**src/rtl/sort_11_drain.sv**
```systemverilog
// rtl/sort_11_drain.sv - captures an 11-word parallel frame and drains it one word per handshake.
// Optional adjacent-pair order checking is enabled by defining SORT_ORDER_CHECK_EN.
module sort_11_drain #(
    parameter int WIDTH = 32
) (
    input  logic             clk,
    input  logic             rst,
    input  logic             in_valid,
    output logic             in_ready,
    input  logic [WIDTH-1:0] sort_0,
    input  logic [WIDTH-1:0] sort_1,
    input  logic [WIDTH-1:0] sort_2,
    input  logic [WIDTH-1:0] sort_3,
    input  logic [WIDTH-1:0] sort_4,
    input  logic [WIDTH-1:0] sort_5,
    input  logic [WIDTH-1:0] sort_6,
    input  logic [WIDTH-1:0] sort_7,
    input  logic [WIDTH-1:0] sort_8,
    input  logic [WIDTH-1:0] sort_9,
    input  logic [WIDTH-1:0] sort_10,
    output logic             out_valid,
    input  logic             out_ready,
    output logic [WIDTH-1:0] out_data,
    output logic [3:0]       out_index,
    output logic             out_last,
    output logic             order_err
);

    typedef enum logic {
        IDLE,
        EMIT
    } state_t;

    localparam logic [3:0] LAST_IDX = 4'd10;

    state_t           state_q, state_d;
    logic [3:0]       idx_q, idx_d;
    logic [WIDTH-1:0] bank_q [11];
    logic [WIDTH-1:0] bank_d [11];
    logic [WIDTH-1:0] in_words [11];
    logic             capture;

    always_comb begin
        in_words[0]  = sort_0;
        in_words[1]  = sort_1;
        in_words[2]  = sort_2;
        in_words[3]  = sort_3;
        in_words[4]  = sort_4;
        in_words[5]  = sort_5;
        in_words[6]  = sort_6;
        in_words[7]  = sort_7;
        in_words[8]  = sort_8;
        in_words[9]  = sort_9;
        in_words[10] = sort_10;
    end

    always_comb begin
        state_d   = state_q;
        idx_d     = idx_q;
        bank_d    = bank_q;
        in_ready  = 1'b0;
        out_valid = 1'b0;
        capture   = 1'b0;
        case (state_q)
            IDLE: begin
                in_ready = 1'b1;
                if (in_valid) begin
                    capture = 1'b1;
                    state_d = EMIT;
                    idx_d   = 4'd0;
                    bank_d  = in_words;
                end
            end
            EMIT: begin
                out_valid = 1'b1;
                if (out_ready) begin
                    if (idx_q == LAST_IDX) begin
                        state_d = IDLE;
                        idx_d   = 4'd0;
                    end else begin
                        idx_d = idx_q + 4'd1;
                    end
                end
            end
            default: begin
                state_d = IDLE;
                idx_d   = 4'd0;
            end
        endcase
    end

    // Outputs are gated by out_valid so stale bank contents never leak while idle.
    always_comb begin
        out_data  = out_valid ? bank_q[idx_q] : '0;
        out_index = out_valid ? idx_q : 4'd0;
        out_last  = out_valid && (idx_q == LAST_IDX);
    end

    always_ff @(posedge clk or posedge rst) begin
        if (rst) begin
            state_q <= IDLE;
            idx_q   <= 4'd0;
        end else begin
            state_q <= state_d;
            idx_q   <= idx_d;
        end
    end

    always_ff @(posedge clk) begin
        bank_q <= bank_d;
    end

`ifdef SORT_ORDER_CHECK_EN
    logic order_err_q, order_err_d;
    logic order_viol;

    always_comb begin
        order_viol = 1'b0;
        for (int i = 0; i < 10; i++) begin
            if (in_words[i] > in_words[i+1]) begin
                order_viol = 1'b1;
            end
        end
        order_err_d = capture ? order_viol : order_err_q;
    end

    always_ff @(posedge clk or posedge rst) begin
        if (rst) begin
            order_err_q <= 1'b0;
        end else begin
            order_err_q <= order_err_d;
        end
    end

    assign order_err = order_err_q;
`else
    assign order_err = 1'b0;
`endif

endmodule
```
**config.mk**
```make
export PLATFORM = sky130hd
export DESIGN_NAME = sort_11_drain
export DESIGN_NICKNAME = d
export VERILOG_FILES = /design/src/rtl/sort_11_drain.sv
export SDC_FILE = /design/constraint.sdc
export NUM_CORES = 1
export LEC_CHECK = 0
export ABC_AREA = 1
export CAP_MARGIN = 20
export CORE_ASPECT_RATIO = 0.6
export CORE_MARGIN = 4
export CORE_UTILIZATION = 52
export DETAILED_ROUTE_END_ITERATION = 10
export PLACE_DENSITY = 0.85
export SETUP_SLACK_MARGIN = 0.2
export SYNTH_ARGS = -nofsm -noshare
export SYNTH_HDL_FRONTEND = slang
export SYNTH_SLANG_ARGS = --single-unit
```
**constraint.sdc**
```tcl
create_clock -name clk -period 24.9 [get_ports clk]
set_input_delay 4.98 -clock clk [delete_from_list [all_inputs] [get_ports clk]]
set_output_delay 4.98 -clock clk [all_outputs]
set_load 0.02 [all_outputs]
```
==> flow_summary.ini <==
[timing]
maxSlewViolCount = 0
setup_ws_ns = 15.50
fin_skew_ns = 0.00611
tightestPinTransition_ns = 1.28
finalCritPeriodShare = 0.377
rsz0062_at_grt = no
fmax_ghz = 0.106
setup_violations = 0
finalSetupTns_ns = 0
min_period_ns = 9.40
maxSlewHeadroom = 0.150
finalHoldViolations = 0

[power]
p_per_area_nw_per_um2 = 99.3
clkPwrFrac = 0.250
internal_power_w = 0.00126
p_sw_w = 0.000730
pwr-share-comb = 0.379
peakVddDrop_mv = 0.0713
p_seq_frac = 0.371
p_sw_frac = 0.367
p_leak_nw = 7.60

[logic_synthesis]
syn_inst = 1301
avgSynthCellArea_um2 = 11.4
syn-num-nets = 1659
ys_seq_area_frac = 0.723
yosys_warnings = 0
synth_top_cell_by_area = edfxtp_1
synth_area_leaders = edfxtp_1, nand2_1, nand3_1
synth_top_area_frac = 0.714
syn_area_um2 = 14800
ys_ff_latch = 357
synth.distinct_cells = 25

[finish]
drive_above_1_share = 0.0379
regArea_um2 = 10700
multi_input_area_um2 = 3200
fillers = 1779
final_cell_mix = clkdlybuf4s50_1, nand2_1, edfxtp_1, nand3_1, inv_1
syn2layout_area_growth_pct = 35.2
final_common_cell = clkdlybuf4s50_1
finalNetCount = 2027

[global_routing]
grt_pass1_wl_um = 66500
antenna_found_initial = 9
grt_max_degree = 220
grt_overflow_total = 0
grt_pass1_vias = 11275
track_usage = 0.282

[clock_network]
clk_pin_slew_ns = 0.06
post_cts_resized = 0
tritoncts = done
cts_sinks = 357
cts_hold_buf = 0
postCtsSetupRepairBufs = 0
root_buffer = clkbuf_16
clock_latency_ns = 0.51
cts.path.max_buffers = 3
htree_levels = 2
numCtsBuffers = 34

[drt]
dr.pass1.iters = 6
ant_nets = 0
vias = 11401
wl_per_cell_um = 22.1
drc = 0
dr_wl_met2_um = 21200
wl_met3_um = 5370
wl_met1_um = 17100
dr.first_iter.drc_count = 1454
viasPerCell = 5.53
topRoutingLayerUsed = met5
wl_um = 45700

[die]
io_pins = 396
dieHeight_um = 139
core.rowCount = 47
die-area_um2 = 31300
die_w_um = 226
start_util = 0.532
core_area_um2 = 27800

[placement]
dp_hpwl_um = 31200
gp_congestion = 0.884
post-place-ws_ns = 16.18
io_buffers = 394

[outcome]
outcome = finished clean

[setup_path]
cp-end-kind = output port
cp_data_required_time_ns = 19.92
start_kind = flip-flop
crit_fanout = 87
crit_arrival_ns = 4.42
worstSetupPathType = flip-flop to output port

[flow_run]
drv_cap = 0

[min_path]
min_path_type = flip-flop to flip-flop
[worst max-delay path, stage by stage (launching register included)]
cell	delay [ns]
dfrtp_4	0.82
inv_4	0.44
nand2_2	0.47
inv_2	0.80
nand2_1	0.17
o21ai_0	0.18
nand2_1	0.10
a21oi_1	0.24
clkdlybuf4s50_1	0.65
[Yosys cell counts]
cell type / number
a21oi_1: 33
buf_1: 4
buf_2: 35
buf_4: 13
buf_6: 2
clkbuf_1: 18
clkinv_1: 1
conb_1: 1
dfrtp_1: 5
edfxtp_1: 352
ha_1: 2
inv_1: 137
inv_2: 3
inv_4: 1
nand2_1: 371
nand2_2: 1
nand3_1: 138
nand3b_1: 8
nor2_1: 83
o211ai_1: 23
o21ai_0: 42
o21ai_1: 23
o22ai_1: 3
xnor2_1: 1
xor2_1: 1
[cell type report]
cell class,count,area share
Sequential cell,357,0.535
Antenna cell,6,0.000750
Multi-Input combinational cell,730,0.160
Inverter,142,0.0268
Clock buffer,46,0.0480
Clock inverter,11,0.00394
Timing Repair Buffer,404,0.203
Tap cell,367,0.0230
[cells by family (layout without fill, tap and decap cells)]
group,Yosys count,in the layout,share of synthesized area
other,1,7,0.000253
flip-flops,357,357,0.723
AO/OA/AOI/OAI,124,124,0.0461
AND/OR/NAND/NOR,601,601,0.166
XOR/XNOR,2,2,0.00118
buffers and inverters,214,603,0.0617
adder cells (fa/ha/maj),2,2,0.00169
[power groups by stage]
stage	Clock, W	Combinational (W)	Sequential (W)
5_1_grt	0.000530	0.000810	0.000742
4_1_cts	0.000504	0.000749	0.000737
3_5_place_dp	0	0.000744	0.000749
6_report	0.000497	0.000752	0.000738
3_3_place_gp	0	0.000728	0.000747
2_1_floorplan	0	0.000451	0.000734
[worst paths after layout]
| kind | startpoint | endpoint | slack [ns] | cells after the start |
|---|---|---|---|---|
| worst max-delay path | idx_q[0]$_DFFE_PP0P_ | out_data[26] | 15.50 | 8 |
| worst min-delay path | idx_q[3]$_DFFE_PP0P_ | idx_q[3]$_DFFE_PP0P_ | 0.69 | 2 |
| worst max register to register | idx_q[0]$_DFFE_PP0P_ | idx_q[0]$_DFFE_PP0P_ | 21.93 | 6 |
| worst min register to register | idx_q[3]$_DFFE_PP0P_ | idx_q[3]$_DFFE_PP0P_ | 0.69 | 2 |
| max in group asynchronous | rst | idx_q[0]$_DFFE_PP0P_ | 20.03 | 2 |
| min in group asynchronous | rst | state_q$_DFF_PP0_ | 4.68 | 2 |
[metrics by stage]
step	std cells	hold WS [ns]	utilization	power (W)	instance area, µm²
CTS	2056	0.685	0.718	0.00199	20000
finish	2063	0.693	0.719	0.00199	20000
floorplan	1301	0.572	-	0.00119	14800
global placement	1999	0.602	0.680	0.00148	18900
global route	2059	0.691	0.719	0.00208	20000
detailed placement	1999	0.667	0.680	0.00149	18900
[sequential cells by signal (all words and copies together) (netlist names)]
signal	flops
bank_q	352
idx_q	4
state_q	1
[layer usage]
layer	up-vias	track usage
met2	705	0.448
met5	-	0
met4	10	0.104
met1	5428	0.370
li1	5124	-
met3	134	0.0850
Note: power is estimated with default switching activity, not from simulation.
==> patch: new RTL, same flow settings <==
Set the parameter `WIDTH` to 28 (it was 32).
--- a/src/rtl/sort_11_drain.sv
+++ b/src/rtl/sort_11_drain.sv
@@ -1,7 +1,7 @@
 // rtl/sort_11_drain.sv - captures an 11-word parallel frame and drains it one word per handshake.
 // Optional adjacent-pair order checking is enabled by defining SORT_ORDER_CHECK_EN.
 module sort_11_drain #(
-    parameter int WIDTH = 32
+    parameter int WIDTH = 28
 ) (
     input  logic             clk,
     input  logic             rst,
Interface: changed (12 resized); port bits go from 396 to 348. No check against the original RTL was run, so the function may have changed too.
==> patch against the unedited design <==
Cell count shrank 13%. Combinational power shrank 11%. Wire length shrank 13%. Setup slack gained 99 ps. Design area shrank 12%. Sequential cell count shrank 44. Clock skew grew 18 ps. Non-clock buffer count shrank 49. Synthesized area shrank 11%. Total power shrank 11%. Sequential share of layout area shrank 0.12 points. Sequential power shrank 12%.
==> patch: results <==
timing:
  finalClockSkew_ps: 24.0
  max_slew_margin: 0.241
global_route:
  grt_first_pass_wirelength_um: 57200
  grt_usage: 0.271
  grt_max_degree: 105
  grt_pass1_vias: 9605
synthesis:
  synth-edff-count: 308
  syn_avg_cell_area_um2: 11.6
  synth_area_leaders: "edfxtp_1 70%, nand2_1 8.6%, nand3_1 4.4%"
  seq_area_frac_synth: 0.713
  synthesis.nets: 1451
  synthXorXnorAreaFrac: 0.00133
  synthArstFlopShare: 0.0160
  yosysUniqueCellTypes: 27
placed_design:
  gp_congestion: 0.896
  place_area_um2: 16600
  portBuffers: 346
  placed_cells: 1748
  dpl.hpwl_um: 27900
drt:
  wl_met3_um: 4710
  dr_wl_met2_um: 18000
  vias_per_cell: 5.52
  drt-total-wl_um: 39600
finish:
  diodes: 1
  seq_cells: 313
  clkbuf_count: 32
  final-nonclk-buf-share: 0.202
  multiInputGateArea_um2: 2820
  reg_top3: "bank_q: 308 flops, idx_q: 4 flops, state_q: 1 flops"
  stdcell_count: 1801
  finish.utilization: 0.717
  n_all_inverters: 126
power:
  p_seq_frac: 0.368
  p_sw_frac: 0.371
  p_leak_nw: 6.65
  intPower_w: 0.00111
setup_path:
  cp_slowest_cell: "inv_4"
  cp.arrival_ps: 4320
floorplanning:
  die_area_um2: 28000
run_status:
  status: "finished, final reports clean"
==> patch: per-layer routing <==
layer,track usage,vias to the layer above
met4,0.0696,10
met3,0.0717,82
met1,0.386,4723
met2,0.420,660
li1,-,4474
met5,0,-
==> patch: logic make-up (layout without fill, tap and decap cells) <==
family,Yosys count,in the layout
xor+xnor,2,2
buf+inv,192,533
other cells,1,2
fa+ha+maj,2,2
compound gates,114,114
simple gates,513,513
flops,313,313
==> patch: final timing paths <==
kind / slack, ps / depth (start not counted) / end / start
min in group asynchronous: 4700 / 2 / idx_q[3] / rst
hold reg to reg: 640 / 2 / idx_q[3] / idx_q[3]
max in group asynchronous: 19990 / 2 / idx_q[0] / rst
setup / recovery: 15600 / 8 / out_data[20] / idx_q[0]
setup reg to reg: 20930 / 4 / bank_q[192] / state_q
hold / removal: 640 / 2 / idx_q[3] / idx_q[3]
